`config.mk`:
```
export PLATFORM = sky130hd
export DESIGN_NAME = param_left_rotator_pipe_flat
export DESIGN_NICKNAME = d
export VERILOG_FILES = /design/src/rtl/rotator_pkg.sv /design/src/rtl/param_left_rotator_pipe_if.sv /design/src/rtl/param_left_rotator_pipe_rotl_stage.sv /design/src/rtl/param_left_rotator_pipe.sv /design/src/flat_wrapper.sv
export SDC_FILE = /design/constraint.sdc
export NUM_CORES = 1
export LEC_CHECK = 0
export ABC_AREA = 1
export BUFFER_PORTS_ARGS = -buffer_cell sky130_fd_sc_hd__buf_2
export CORE_MARGIN = 5
export CORE_UTILIZATION = 45
export CTS_CLUSTER_SIZE = 28
export DETAILED_ROUTE_END_ITERATION = 8
export PLACE_DENSITY_LB_ADDON = 0.08
export SLEW_MARGIN = 5
export SYNTH_ARGS = -nofsm -noshare
export SYNTH_HDL_FRONTEND = slang
export SYNTH_SLANG_ARGS = --single-unit
```
`constraint.sdc`:
```
create_clock -name clk -period 1.7 [get_ports clk]
set_input_delay 0.085 -clock clk [delete_from_list [all_inputs] [get_ports clk]]
set_output_delay 0.085 -clock clk [all_outputs]
set_load 0.05 [all_outputs]
```
`src/rtl/rotator_pkg.sv`:
```
// Shared definitions for the rotator family: amount-width helper and direction tag.
package rotator_pkg;

    typedef enum logic {
        ROT_LEFT  = 1'b0,
        ROT_RIGHT = 1'b1
    } rot_dir_e;

    // Number of rotate-amount bits (and pipeline stages) for an n-bit word.
    function automatic int unsigned amt_width(input int unsigned n);
        return (n < 2) ? 1 : $clog2(n);
    endfunction

endpackage

```
`src/rtl/param_left_rotator_pipe_if.sv`:
```
// Valid/ready word stream into and out of the left rotator pipeline.
interface param_left_rotator_pipe_if
    import rotator_pkg::*;
#(
    parameter int unsigned N = 10
);
    localparam int unsigned S = amt_width(N);

    logic         in_valid;
    logic         in_ready;
    logic [N-1:0] in_data;
    logic [S-1:0] in_amt;
    logic         out_valid;
    logic         out_ready;
    logic [N-1:0] out_data;

    modport master (
        output in_valid, in_data, in_amt, out_ready,
        input  in_ready, out_valid, out_data
    );

    modport slave (
        input  in_valid, in_data, in_amt, out_ready,
        output in_ready, out_valid, out_data
    );

endinterface

```
`src/rtl/param_left_rotator_pipe_rotl_stage.sv`:
```
// One pipeline stage: registered conditional left rotate by 2^K with valid/ready.
module rotl_stage
    import rotator_pkg::*;
#(
    parameter int unsigned  N = 10,
    parameter int unsigned  K = 0,
    localparam int unsigned S = amt_width(N)
) (
    input  logic         clk,
    input  logic         rst_n,
    input  logic         up_valid,
    output logic         up_ready,
    input  logic [N-1:0] up_data,
    input  logic [S-1:0] up_amt,
    output logic         dn_valid,
    input  logic         dn_ready,
    output logic [N-1:0] dn_data,
    output logic [S-1:0] dn_amt
);

    // Effective rotation of this stage; reduced mod N so any K is well formed.
    localparam int unsigned R = (32'd1 << K) % N;

    logic         v_q;
    logic [N-1:0] d_q;
    logic [S-1:0] a_q;
    logic [N-1:0] rot;
    logic         advance;

    // Fixed wiring: input bit i lands on bit (i+R) mod N.
    for (genvar i = 0; i < N; i++) begin : g_rot
        assign rot[(i + R) % N] = up_data[i];
    end

    // Stage may load when empty or when its content leaves this cycle.
    assign advance  = !v_q || dn_ready;
    assign up_ready = advance;

    // Valid bit: cleared by reset, otherwise follows upstream on advance.
    always_ff @(posedge clk) begin
        if (!rst_n) begin
            v_q <= 1'b0;
        end else if (advance) begin
            v_q <= up_valid;
        end
    end

    // Payload: rotate when this stage's amount bit is set, carry the amount on.
    always_ff @(posedge clk) begin
        if (advance && up_valid) begin
            d_q <= up_amt[K] ? rot : up_data;
            a_q <= up_amt;
        end
    end

    assign dn_valid = v_q;
    assign dn_data  = d_q;
    assign dn_amt   = a_q;

endmodule

```
`src/rtl/param_left_rotator_pipe.sv`:
```
// S-stage pipelined left rotator; stage k conditionally rotates by 2^k.
// The bus interface instance must be parameterised with the same N.
module param_left_rotator_pipe
    import rotator_pkg::*;
#(
    parameter int unsigned N = 10
) (
    input  logic                      clk,
    input  logic                      rst_n,
    param_left_rotator_pipe_if.slave  bus
);

    localparam int unsigned S = amt_width(N);

    logic         vld [S+1];
    logic         rdy [S+1];
    logic [N-1:0] dat [S+1];
    logic [S-1:0] amt [S+1];
    logic [S-1:0] tail_amt_unused;

    assign vld[0]       = bus.in_valid;
    assign dat[0]       = bus.in_data;
    assign amt[0]       = bus.in_amt;
    assign bus.in_ready = rdy[0];
    assign rdy[S]       = bus.out_ready;

    for (genvar k = 0; k < S; k++) begin : g_stage
        rotl_stage #(
            .N (N),
            .K (k)
        ) u_stage (
            .clk      (clk),
            .rst_n    (rst_n),
            .up_valid (vld[k]),
            .up_ready (rdy[k]),
            .up_data  (dat[k]),
            .up_amt   (amt[k]),
            .dn_valid (vld[k+1]),
            .dn_ready (rdy[k+1]),
            .dn_data  (dat[k+1]),
            .dn_amt   (amt[k+1])
        );
    end

    // The amount has no further use after the last stage.
    assign tail_amt_unused = amt[S];

    // Data registers are not reset, so the output is forced to zero when idle.
    assign bus.out_valid = vld[S];
    assign bus.out_data  = vld[S] ? dat[S] : '0;

endmodule
```
`src/flat_wrapper.sv`:
```
// flat-port wrapper written by rule: the top's interface ports become plain ports
module param_left_rotator_pipe_flat import rotator_pkg::*;
#(
    parameter int unsigned N = 10
)
  (clk, rst_n, bus_in_valid, bus_in_data, bus_in_amt, bus_out_ready, bus_in_ready, bus_out_valid, bus_out_data);
  param_left_rotator_pipe_if #(.N(N)) bus_i ();
  input  logic clk;
  input  logic rst_n;
  input wire logic [$bits(bus_i.in_valid)-1:0] bus_in_valid;
  input wire logic [$bits(bus_i.in_data)-1:0] bus_in_data;
  input wire logic [$bits(bus_i.in_amt)-1:0] bus_in_amt;
  input wire logic [$bits(bus_i.out_ready)-1:0] bus_out_ready;
  output wire logic [$bits(bus_i.in_ready)-1:0] bus_in_ready;
  output wire logic [$bits(bus_i.out_valid)-1:0] bus_out_valid;
  output wire logic [$bits(bus_i.out_data)-1:0] bus_out_data;
  assign bus_i.in_valid = bus_in_valid;
  assign bus_i.in_data = bus_in_data;
  assign bus_i.in_amt = bus_in_amt;
  assign bus_i.out_ready = bus_out_ready;
  assign bus_in_ready = bus_i.in_ready;
  assign bus_out_valid = bus_i.out_valid;
  assign bus_out_data = bus_i.out_data;
  param_left_rotator_pipe #(.N(N)) u_core (.clk(clk), .rst_n(rst_n), .bus(bus_i));
endmodule
```
### After elaboration in Yosys (flattened, before gate mapping)

Index checks and enable logic that the tools add are counted.

* multiplexer cells: 5
* reductions and logical operators: 12

Operator list (number)
* $mux W10: 5
* $logic_and A1 B1 Y1: 4
* $logic_not A1 Y1: 4
* $logic_or A1 B1 Y1: 4

* register bits: 56
* input port bits: 18
* output and inout bits: 12

### Longest topological paths before layout

Gate-level depths: netlist of run 1.

* depth in word-level cells: 6
* mapped depth: 5
* depth with buffers taken out: 5

### Cells and area by module

Synthesis of run 1 repeated with hierarchy kept, for this count alone.

* cell total of the unflattened synthesis: 216
* area, all modules: 2571.2 um^2

Modules (own cells, without submodules)
* rotl_stage at u_core.g_stage[1].u_stage ...: instances 3, cells an instance 49, area each 620.6 um^2, seq. area each 440.4 um^2
* rotl_stage at u_core.g_stage[0].u_stage: instances 1, cells an instance 48, area each 623.1 um^2, seq. area each 440.4 um^2
* param_left_rotator_pipe: instances 1, cells an instance 21, area each 86.3 um^2, seq. area each 0.0 um^2

### Least setup slack after synthesis of run 1

No wires, ideal clock.

* kind: reg2reg
* start point: register u_core.g_stage[3].u_stage.v_q
* end point: register u_core.g_stage[0].u_stage.a_q[1] (enable)
* data arrival time: 1.549 ns
* slack: -0.231 ns
* cell stages (with the launch flop): 6
* path buffers: 0
* cells stage by stage: dfxtp_1 > inv_2 > nor2_4 > nand4_2 > inv_1 > nor2_1

* cells in the longest elaborated chain, start to end: 6

RTL lines
* from (decl): line param_left_rotator_pipe_rotl_stage.sv:24 `logic v_q;`
* from (signal assigned): line param_left_rotator_pipe_rotl_stage.sv:44 `v_q <= up_valid;`
* $logic_not A1 Y1: line param_left_rotator_pipe_rotl_stage.sv:36 `assign advance = !v_q || dn_ready;`
* $logic_or A1 B1 Y1 (4 in a row): line param_left_rotator_pipe_rotl_stage.sv:36
* net bus_in_ready: line flat_wrapper.sv:14 `output wire logic [$bits(bus_i.in_ready)-1:0] bus_in_ready;`
* $logic_and A1 B1 Y1: line param_left_rotator_pipe_rotl_stage.sv:50 `if (advance && up_valid) begin`
* to (signal assigned): line param_left_rotator_pipe_rotl_stage.sv:52 `a_q <= up_amt;`
* to (decl): line param_left_rotator_pipe_rotl_stage.sv:26 `logic [S-1:0] a_q;`

The timed path passes the listed nets, and every way through them passes these cells.
A chain may end at the register's enable or synchronous reset.

### Worst setup path after layout of run 1

* start point: register u_core.g_stage[3].u_stage.v_q
* end point: register u_core.g_stage[3].u_stage.d_q[8] (enable)

* cells in the longest elaborated chain, start to end: 3

RTL lines
* $logic_not A1 Y1: line param_left_rotator_pipe_rotl_stage.sv:36
* $logic_or A1 B1 Y1: line param_left_rotator_pipe_rotl_stage.sv:36
* $logic_and A1 B1 Y1: line param_left_rotator_pipe_rotl_stage.sv:50
* to (signal assigned): line param_left_rotator_pipe_rotl_stage.sv:51 `d_q <= up_amt[K] ? rot : up_data;`
* to (decl): line param_left_rotator_pipe_rotl_stage.sv:25 `logic [N-1:0] d_q;`

No other way between the ends.

==> qor.txt, run 1 <==
outcome = complete, no violations
first-pass GRT wire length = 5.22 mm
root buf cell = clkbuf_8
nets = 240
P_leak = 1.06 nW
fin. max-slew vios = 0
Die Width = 78.6 um
area grow syn2layout = 13.3%
CP required = 1630 ps
fin crit share = 87.0%
Placer Congestion = 0.665
Crit path depth = 3
Final Skew = 3.09 ps
Hold Fails Final Rpt = 0
worst r2r src = u_core.g_stage[3].u_stage.dn_valid
unrepaired setup endpoints after global routing = false
Max Root-Sink Buffers = 2
Mean Syn Cell Area = 11.1 um2
DIE AREA = 6180 um2
#FFs+latches synth = 50
vias in the first global route = 1258
HPWL after DPL = 2.22 mm
Via density = 4.61
Yosys Warn Count = 0
cell family with most CP delay = simple AND/OR/NAND/NOR gates
I/O pin count = 30
max cap viols = 0
syn nets = 209
total power = 0.00220 W
routed length per instance = 10.3 um
final setup fails = 0
Clock Pin Slew Worst Setup and Hold Paths = 80 ps
min Tclk post-route = 1480 ps
Core Area = 4660 um2
register area share after synthesis = 69.0%
DR DRC count = 0
diode count = 0
Hold/Removal Path Class = in2reg
Starting Density = 45.4%
Synth top area share = 65.2%
setup ws final = 221 ps
Mapped Cells = 191
Synth area leaders = edfxtp_1, inv_1, nand2_1, a21oi_1, dfxtp_1
Rel. slew slack = 47.1%
initial antenna violation count = 0
port bufs = 29
CTS tree = done
critical path class = reg2reg
clock latency on the worst-skew pair = 290 ps
Max IR drop VDD = 0.000415 V
Post-Place Cells = 266
setup bufs post-CTS = 0
final WL = 2.85 mm
Crit path arrival time = 1410 ps
share of layout cells above drive strength 1 = 18.4%
grt ovf = 0
Pwr per Cell Area = 916 nW/um2
# clock sinks = 50
CP bufs+invs = 1
Routed Antenna Nets = 0
Reg-to-Reg End = u_core.g_stage[3].u_stage.dn_data[8]
critical path's largest stage delay = 600 ps
maximum clock frequency = 0.676 GHz
DRT Pass-1 Iters = 4
setup TNS = 0 ps
Worst Setup End Kind = flip-flop
slowest CP cell = nor2_1
startpoint types = flip-flop
pin count of the biggest net entering global routing = 21
post-synth cell types = 15
Critical path origin = u_core.g_stage[3].u_stage.dn_valid
Worst-Margin Slew = 791 ps
worst reg-to-reg path cell count = 3
DR vias = 1276
Die H = 78.6 um
cell taking the most area after synthesis = edfxtp_1
reg2reg setup slack = 220 ps
cell chain of the critical path = inv_2, nor2_4, nor2_1
number of DRC markers in iteration 0 = 61
pre-CTS setup slack = 192 ps
Max H-tree Level = 2
total CTS buffers = 5
crit path capture = u_core.g_stage[3].u_stage.dn_data[8]
Non-Filler Instances = 277
Total GRT Usage = 10.8%
Syn Std Cell Area = 2120 um2
Cell Rows = 25
Crit Path Max Fanout = 12
layer usage:
layer | vias to the layer above | GRT usage, % | part of all wire [%] | wire (um)
li1 | 685 | - | - | -
met3 | 6 | 4.24 | 6.6 | 187
met2 | 30 | 19.8 | 54 | 1530
met5 | - | 0 | 0 | 0
met1 | 555 | 11.0 | 38 | 1080
met4 | 0 | 4.20 | 1.8 | 51
worst reg2reg max path: cells and delay by family (launching register included):
family | cells | cell delay, ps
flip-flops | 1 | 390
AND/OR/NAND/NOR | 2 | 640
buffers and inverters | 1 | 80
cell usage after synthesis (all sizes together):
| master | number |
|---|---|
| mux2 | 6 |
| nand2 | 30 |
| o21ai | 17 |
| a21oi | 20 |
| inv | 35 |
| dfxtp | 4 |
| edfxtp | 46 |
| nor2 | 22 |
| nand4 | 1 |
| nand3 | 1 |
| buf | 9 |
cell type report:
type,instances,area [um2]
Tap cell,54,67.6
Fill cell,418,2260
Sequential cell,50,1460
Clock inverter,2,8.76
Inverter,35,131
Multi-Input combinational cell,97,475
Clock buffer,6,72.6
Timing Repair Buffer,33,183
logic make-up after synthesis:
logic type / synth area share [%]
flops: 69.0
buf+inv: 8.68
simple gates: 10.4
compound gates: 8.74
mux: 3.19
cells in the final DEF (no fill, tap or decap), drive strengths merged:
cell,count
clkbuf,6
dlygate4sd3,3
nand4,1
dfxtp,4
clkinv,2
nor2,22
edfxtp,46
buf,30
nand3,1
mux2,6
a21oi,20
inv,35
nand2,30
o21ai,17
state kept, by name (all words and copies together), names as in the netlist:
name,cells
u_core.g_stage.u_stage.dn_amt,6
u_core.g_stage.u_stage.dn_data,40
u_core.g_stage.u_stage.dn_valid,4
per-stage QoR:
stage / util [%] / hold WS [ps] / instance area (um2)
floorplan: - / 184 / 2120
global placement: 49.1 / 264 / 2290
detailed placement: 49.1 / 264 / 2290
CTS: 51.5 / 50.8 / 2400
global route: 51.5 / 54.7 / 2400
finish: 51.5 / 59.3 / 2400
report_power, final:
group	switching, W	leakage (nW)	internal (W)
logic	0.0000805	0.555	0.0000536
clock network	0.000355	0.0426	0.000283
registers	0.0000276	0.465	0.00140
total	0.000463	1.06	0.00174
how the worst min path moves through the flow:
stage                        startpoint                                   to  slack (ps)  cells after the start
after CTS                         rst_n   u_core.g_stage[3].u_stage.dn_valid          50                      3
after floorplan           bus_in_amt[1]  u_core.g_stage[0].u_stage.dn_amt[1]         180                      0
after global routing       bus_in_valid   u_core.g_stage[0].u_stage.dn_valid          50                      3
after detailed placement  bus_in_amt[1]  u_core.g_stage[0].u_stage.dn_amt[1]         260                      1
after global placement    bus_in_amt[1]  u_core.g_stage[0].u_stage.dn_amt[1]         260                      1
final                             rst_n   u_core.g_stage[3].u_stage.dn_valid          60                      3
timing repair:
action / 4_1_cts / 5_1_grt
setup endpoints to repair: 0 / 0
hold buffers: 3 / 0
endpoints found under the hold margin: 3 / 0
gates resized for setup: 0 / 0
No activity file was read; power rests on OpenSTA's default activity.
==> run 2: changes to the inputs <==
Settings changed: BUFFER_PORTS_ARGS -buffer_cell sky130_fd_sc_hd__buf_2 to not set, DONT_BUFFER_PORTS set to 1, GPL_ROUTABILITY_DRIVEN set to 0.
==> run 2 against run 1 <==
Against the previous run:
- count of clock-buffer cells in the layout is 2 higher
- fmax down 6.1%
- register-to-register slack got worse by 60 ps
- global-route usage decreased by 0.53 points
- total power shrank 0.12%
- setup slack worse by 96 ps
- design area fell by 1.4%
==> qor.txt, run 2 (same netlist as run 1, synthesis figures left out) <==
Cell Rows = 25
CTS resizes = 0
final setup fails = 0
Worst Setup End Kind = flip-flop
Hold/Removal Path Class = in2reg
Starting Density = 45.4%
Max H-tree Level = 2
critical path class = in2reg
share of layout cells above drive strength 1 = 6.80%
DIE AREA = 6180 um2
fin crit share = 92.6%
outcome = complete, no violations
Core Area = 4660 um2
Total GRT Usage = 10.3%
max reg flops = 40
clock latency on the worst-skew pair = 300 ps
Hold Fails Final Rpt = 0
max cap viols = 0
Hold Slack = 3.33 ps
CTS tree = done
Rel. slew slack = 67.1%
grt ovf = 0
DP Area = 2170 um2
fin. max-slew vios = 0
Worst-Margin Slew = 493 ps
area grow syn2layout = 11.8%
pin count of the biggest net entering global routing = 19
CP required = 1940 ps
initial antenna violation count = 0
diode count = 0
I/O pin count = 30
met1 wire length = 1.12 mm
Die H = 78.6 um
startpoint types = input pin
vias in the first global route = 1211
port bufs = 0
# clock sinks = 50
routed length per instance = 11.0 um
Layout Cell Area excl Fill = 2370 um2
WL met3 = 164 um
HPWL after DPL = 2.11 mm
min Tclk post-route = 1570 ps
nets = 223
Via density = 4.74
pre-CTS setup slack = 427 ps
DRT Pass-1 Iters = 2
Crit Path Max Fanout = 5
Max IR drop VDD = 0.000478 V
DR vias = 1233
final core utilization = 50.8%
number of DRC markers in iteration 0 = 75
most frequent cells in the layout = edfxtp_1, inv_1, nand2_1
Die Width = 78.6 um
setup ws final = 125 ps
first-pass GRT wire length = 4.91 mm
total CTS buffers = 5
routed wl met2 = 1.53 mm
reg2reg setup slack = 160 ps
Final Skew = 3.76 ps
root buf cell = clkbuf_8
setup TNS = 0 ps
final WL = 2.87 mm
Max Root-Sink Buffers = 2
maximum clock frequency = 0.635 GHz
Crit path arrival time = 1820 ps
setup bufs post-CTS = 0
DR DRC count = 0
topmost layer with routed signal wires = met4
Routed Antenna Nets = 0
P_leak = 0.984 nW
Clock Pin Slew Worst Setup and Hold Paths = 80 ps
Pwr per Cell Area = 928 nW/um2
most common cell after layout, fill and taps aside = edfxtp_1
FILL cells = 414
unrepaired setup endpoints after global routing = false
[run 2: changes by cell type in the layout (fill, tap and decap cells not counted), sizes merged]
| cell | previous run | this run |
|---|---|---|
| dlygate4sd3 | 3 | 12 |
| clkbuf | 6 | 8 |
| clkinv | 2 | 0 |
| buf | 30 | 4 |
[run 2: routing by layer]
layer,global-route usage [%],up-vias
li1,-,650
met1,9.30,548
met2,19.6,28
met3,4.24,7
met4,4.72,0
met5,0,-
[run 2: final cells by class]
type                            count  area [um2]  area share (%)
Clock buffer                        8        80.1            3.38
Inverter                           35         131            5.55
Multi-Input combinational cell     97         475            20.1
Sequential cell                    50        1460            61.8
Tap cell                           54        67.6            2.85
Timing Repair Buffer               16         150            6.34
[run 2: power by group]
part           internal (W)  switching (W)
Sequential          0.00140      0.0000274
Clock              0.000293       0.000348
Combinational     0.0000535      0.0000757
[run 2: stage by stage]
step / power (W) / instances
after floorplan: 0.00155 / 191
after global placement: 0.00156 / 240
after detailed placement: 0.00156 / 240
after CTS: 0.00222 / 260
after global routing: 0.00229 / 260
final: 0.00220 / 260
[run 2: worst paths after layout]
| path | depth (start not counted) | startpoint | to |
|---|---|---|---|
| worst max-delay path | 6 | bus_out_ready | u_core.g_stage[0].u_stage.dn_valid |
| worst min register to register | 0 | u_core.g_stage[0].u_stage.dn_amt[3] | u_core.g_stage[1].u_stage.dn_amt[3] |
| worst min-delay path | 2 | bus_in_data[4] | u_core.g_stage[0].u_stage.dn_data[5] |
| worst max register to register | 6 | u_core.g_stage[3].u_stage.dn_valid | u_core.g_stage[0].u_stage.dn_valid |
[run 2: repair_timing]
item	CTS	global route
endpoints found under the setup margin	0	0
hold buffers	12	0
hold endpoints to repair	15	0
[run 2: worst max-delay path: stages]
cell and delay [ps]:
dlygate4sd3_1 580, nor2_4 170, nand4_2 100, buf_4 210, a21oi_1 130, dlygate4sd3_1 550
